### config.mk
export PLATFORM = sky130hd
export DESIGN_NAME = hilo_mul_unit
export DESIGN_NICKNAME = d
export VERILOG_FILES = /design/src/rtl/hilo_mul_unit.sv
export SDC_FILE = /design/constraint.sdc
export NUM_CORES = 1
export LEC_CHECK = 0
export CORE_UTILIZATION = 60
export DETAILED_ROUTE_END_ITERATION = 8
export PLACE_DENSITY = 0.82
export SYNTH_ARGS = -nofsm -noshare
export SYNTH_HDL_FRONTEND = slang
export SYNTH_SLANG_ARGS = --single-unit
### constraint.sdc
create_clock -name clk -period 5.9 [get_ports clk]
set_input_delay 1.475 -clock clk [delete_from_list [all_inputs] [get_ports clk]]
set_output_delay 1.475 -clock clk [all_outputs]
set_load 0.01 [all_outputs]
### src/rtl/hilo_mul_unit.sv
// HI/LO register owner with an iterative shift-add MULT/MULTU engine and EX stall.
// Define FAST_MUL_EN to replace the iterative engine with a single-cycle multiply.
module hilo_mul_unit #(
    parameter int WIDTH = 32
) (
    input  logic             clk,
    input  logic             rst,
    input  logic             valid,
    input  logic             flush,
    input  logic [2:0]       alucontrol,
    input  logic             hassign,
    input  logic [1:0]       hilo_en,
    input  logic [1:0]       hilo_mf,
    input  logic [WIDTH-1:0] srca,
    input  logic [WIDTH-1:0] srcb,
    output logic             stall,
    output logic [WIDTH-1:0] hilo_out,
    output logic [WIDTH-1:0] hi_o,
    output logic [WIDTH-1:0] lo_o
);
    localparam int CW = $clog2(WIDTH);

    typedef enum logic [1:0] {IDLE, BUSY, DONE} state_t;

    state_t             state, state_nxt;
    logic [WIDTH-1:0]   hi, lo;
    logic [CW-1:0]      cnt;
    logic [2*WIDTH-1:0] mcand, prod, result;
    logic [WIDTH-1:0]   mplier, mag_a, mag_b;
    logic               neg, is_mul, start, mt_ok;

    assign is_mul = (alucontrol == 3'b100);
    assign start  = valid & ~flush & is_mul & (hilo_en == 2'b11) & (state == IDLE);
    assign mt_ok  = valid & ~flush & ~stall & ~is_mul;

    // Magnitudes for sign-magnitude multiply; the most negative value maps onto itself,
    // which is still the correct unsigned magnitude.
    assign mag_a  = (hassign & srca[WIDTH-1]) ? -srca : srca;
    assign mag_b  = (hassign & srcb[WIDTH-1]) ? -srcb : srcb;
    assign result = neg ? -prod : prod;

`ifdef FAST_MUL_EN
    logic signed [2*WIDTH-1:0] sprod;
    logic        [2*WIDTH-1:0] uprod;
    assign sprod = $signed({{WIDTH{srca[WIDTH-1]}}, srca}) * $signed({{WIDTH{srcb[WIDTH-1]}}, srcb});
    assign uprod = {{WIDTH{1'b0}}, srca} * {{WIDTH{1'b0}}, srcb};
`endif

    always_comb begin
        state_nxt = state;
        stall     = 1'b0;
`ifdef FAST_MUL_EN
        state_nxt = IDLE;
`else
        case (state)
            IDLE: begin
                if (start) begin
                    stall     = 1'b1;
                    state_nxt = BUSY;
                end
            end
            BUSY: begin
                stall = 1'b1;
                if (flush)                         state_nxt = IDLE;
                else if (cnt == CW'(WIDTH - 1))    state_nxt = DONE;
            end
            DONE:    state_nxt = IDLE;
            default: state_nxt = IDLE;
        endcase
`endif
    end

    always_ff @(posedge clk) begin
        if (rst) begin
            state  <= IDLE;
            hi     <= '0;
            lo     <= '0;
            cnt    <= '0;
            mcand  <= '0;
            mplier <= '0;
            prod   <= '0;
            neg    <= 1'b0;
        end else begin
            state <= state_nxt;
            if (mt_ok) begin
                if (hilo_en == 2'b01)      hi <= srca;
                else if (hilo_en == 2'b00) lo <= srca;
            end
`ifdef FAST_MUL_EN
            if (start) {hi, lo} <= hassign ? sprod : uprod;
`else
            case (state)
                IDLE: begin
                    if (start) begin
                        mcand  <= {{WIDTH{1'b0}}, mag_a};
                        mplier <= mag_b;
                        neg    <= hassign & (srca[WIDTH-1] ^ srcb[WIDTH-1]);
                        prod   <= '0;
                        cnt    <= '0;
                    end
                end
                BUSY: begin
                    if (!flush) begin
                        if (mplier[0]) prod <= prod + mcand;
                        mcand  <= mcand << 1;
                        mplier <= mplier >> 1;
                        cnt    <= cnt + CW'(1);
                    end
                end
                DONE: begin
                    // DONE is the multiply's own last EX cycle; a kill here drops the result.
                    if (!flush) {hi, lo} <= result;
                end
                default: ;
            endcase
`endif
        end
    end

    always_comb begin
        hilo_out = '0;
        case (hilo_mf)
            2'b01:   hilo_out = hi;
            2'b00:   hilo_out = lo;
            default: hilo_out = '0;
        endcase
    end

    assign hi_o = hi;
    assign lo_o = lo;
endmodule

==> flow_summary.toml <==
[outcome]
status = "finished, final reports clean"

[setup_path]
rrSetupSlack_ps = 1680
path_delay_family = "buffers and inverters"
worstPathArrival_ps = 3440
critPathRequiredTime_ps = 4430
path_max_fanout = 15
critPathSlowestCell = "clkdlybuf4s50_1"
slowest_delay_ps = 830
crit_type = "in2out"
path_buf_inv = 3
worstSetupStartpointType = "input pin"
path_cells = "clkdlybuf4s50_1 > buf_4 > nor2_1 > clkdlybuf4s50_1"
cp-end-kind = "output pin"
timing.critical_path.mode_cell = "clkdlybuf4s50_1"

[pwr]
p_seq_share_pct = 43.6
power_frac_comb_pct = 7.8
p_int_uw = 2770
clockPowerShare_pct = 48.6
p_sw_uw = 876
ir_worst_vdd_mv = 0.253
swShare_pct = 24.0
p_leak_uw = 0.00724
p_per_area_mw_per_mm2 = 196

[die]
die_w_um = 164
die_area_mm2 = 0.0270
pin_count = 173
coreArea_mm2 = 0.0260
num_rows = 59
die_h_um = 164
initial_core_util_pct = 60.9

[logic_synthesis]
synth-compound-area-share_pct = 24.8
netlist_area_mm2 = 0.0158
synth_seq_cells = 232
synth_cell_types = 67
synthSimpleGateAreaFrac_pct = 20.7
yosys_warnings = 0
synth_edf_count = 0
synth_xor_area_share_pct = 9.46
ys_async_sr_fraction_pct = 0
syn_inst = 2066
synth-adder-area-share_pct = 5.50
synth_ff_type = "dfxtp_1"
syn_avg_cell_area_um2 = 7.66
synthMuxAreaShare_pct = 6.14
synth_nets = 2211
synth_top_family_by_area = "compound AO/OA/AOI/OAI gates"
seq_area_frac_synth_pct = 29.3

[cells_and_area]
fin_nets = 2288
drive_above_1_share_pct = 4.39
area_delta_synth_final_pct = 17.3
finalNonFillerCells = 2498
antenna_cells = 0
nFillCells = 2137

[place]
gp_congestion = 0.986
io_buffers = 172
placed_cells = 2449
hpwlAfterDp_um = 35200

[drt]
wire_per_inst_um = 19.9
drt_iter0_drc = 1425
drt_wl_total_um = 49800
vias = 16000
firstDrtPassIters = 6
ant_nets = 0
remaining_drc_errors = 0
avgViaCountPerCell = 6.39

[global_routing]
antenna_found_initial = 1
grt_pass1_vias = 15000
grt_max_degree = 102
grt_remaining_overflow = 0
grt_pass1_wl_um = 78200
grt_usage_pct = 36.3

[clock_network]
clock-sinks = 232
ctsResizeCount = 0
root_buffer = "clkbuf_16"
cts_setup_buffers = 0
cts_buffer_depth = 3
cts_tree = "yes"
cts_made_buffers = 27
path_clk_slew_ps = 60
worst_skew_pair.late_latency_ps = 550
ctsHtreeMaxLevel = 1
cts_hold_buf = 0

[timing]
timing.final.crit_share_pct = 83.2
setup_viol = 0
slew_headroom_pct = 22.0
setup_tns_ps = 0
rsz0062_at_grt = "false"
worst_pin_slew_ps = 1170
slew_viol_final = 0
period_minus_slack_ps = 4910
fmax_ghz = 0.204
finalClockSkew_ps = 10.8
finalHoldViolCount = 0

[flow_run]
drv_cap = 0

[min_path]
hp-class = "reg2reg"
==> worst reg2reg max path: stages (launching register included) <==
cell,delay [ps]
dfxtp_1,390
or4_4,600
or4_4,460
nor2_4,220
nand4_4,190
or3_1,510
or4_4,490
or4_4,480
o31ai_2,240
xnor2_1,250
nor2_1,80
a211oi_1,230
==> flip-flops by register name, summed over array words and instances (netlist names) <==
register and flops:
cnt 5, hi_o 32, lo_o 32, mcand 64, mplier 32, neg 1
prod 64, state 2
==> layout by cell type, fill, tap and decap left out, types with 13 or more instances in the layout <==
cell,instances
nor2b_1,14
xnor2_1,110
a21oi_1,205
buf_4,19
o21ai_0,119
o211ai_1,14
mux2i_1,96
o21bai_1,16
and3_1,14
or3_1,24
nand2b_1,20
o41ai_1,17
a21o_1,38
xor2_1,61
nor3_1,28
clkdlybuf4s50_1,170
ha_1,68
o31ai_1,28
inv_1,25
a22oi_1,17
nand3_1,64
dfxtp_1,231
nor2_1,265
a211oi_1,108
or4_1,13
clkbuf_16,27
nand2_1,184
nand4_1,22
==> worst paths after layout <==
kind	startpoint	to	depth (start not counted)
max	hilo_mf[1]	hilo_out[4]	4
min	mplier[3]	mplier[3]	2
max reg2reg	prod[12]	hi_o[31]	11
min reg2reg	mplier[3]	mplier[3]	2
==> synthesized netlist by cell type, drive strengths merged (3+ instances only) <==
library cell / count / share of area, %
a211o: 4 / 0.22
a211oi: 108 / 5.1
a21boi: 3 / 0.14
a21o: 38 / 1.8
a21oi: 205 / 6.5
a221oi: 3 / 0.17
a22o: 3 / 0.17
a22oi: 17 / 0.81
a311oi: 12 / 0.66
a31oi: 8 / 0.32
and2: 7 / 0.28
and3: 15 / 0.59
and4: 5 / 0.28
buf: 17 / 0.41
clkbuf: 127 / 3.0
dfxtp: 232 / 29
ha: 68 / 5.4
inv: 25 / 0.59
mux2i: 96 / 6.1
nand2: 184 / 4.4
nand2b: 21 / 0.83
nand3: 65 / 2.1
nand3b: 3 / 0.14
nand4: 23 / 1.0
nor2: 269 / 6.4
nor2b: 14 / 0.55
nor3: 29 / 0.95
nor3b: 5 / 0.24
nor4: 13 / 0.55
o211ai: 14 / 0.66
o21a: 6 / 0.28
o21ai: 122 / 3.9
o21bai: 16 / 0.76
o31ai: 30 / 1.5
o41ai: 18 / 1.0
or2: 3 / 0.12
or3: 24 / 0.95
or4: 18 / 0.97
xnor2: 110 / 6.1
xor2: 61 / 3.4
==> power groups by stage <==
stage               logic [µW]  registers [µW]  clock network [µW]
floorplan                  137            1620                   0
global placement           273            1620                   0
detailed placement         277            1620                   0
CTS                        279            1590                1770
global route               303            1590                1830
finish                     283            1590                1770
==> cell type report <==
type / instances / area, µm² / area share (%)
Inverter: 25 / 93.8 / 0.505
Clock inverter: 15 / 185 / 0.997
Timing Repair Buffer: 192 / 1880 / 10.1
Tap cell: 335 / 419 / 2.26
Sequential cell: 232 / 4650 / 25.0
Multi-Input combinational cell: 1665 / 10600 / 57.1
Clock buffer: 34 / 742 / 4.00
==> kinds of logic after synthesis <==
family,Yosys count
AOI/OAI and AO/OA,623
xor gates and xnor gates,171
adders and majority gates,69
buffers and inverters,169
DFF,232
muxes,97
and+or+nand+nor,705
==> routing by layer <==
| layer | routed length, µm | GRT usage (%) |
|---|---|---|
| met5 | 16 | 0 |
| met4 | 2110 | 17.1 |
| met3 | 3780 | 5.20 |
| met2 | 23300 | 60.5 |
| met1 | 20600 | 46.0 |
==> per-stage QoR <==
stage | instance area, µm² | total power, µW | setup WS [ps] | utilization (%) | hold WS [ps]
finish | 18600 | 3640 | 990 | 71.5 | 451
global route | 18600 | 3730 | 952 | 71.5 | 475
CTS | 18600 | 3640 | 1050 | 71.5 | 452
detailed placement | 17600 | 1900 | 1050 | 67.9 | 444
global placement | 17600 | 1900 | 1130 | 67.9 | 440
floorplan | 15800 | 1760 | 1980 | - | 432
No activity file was read; power rests on OpenSTA's default activity.
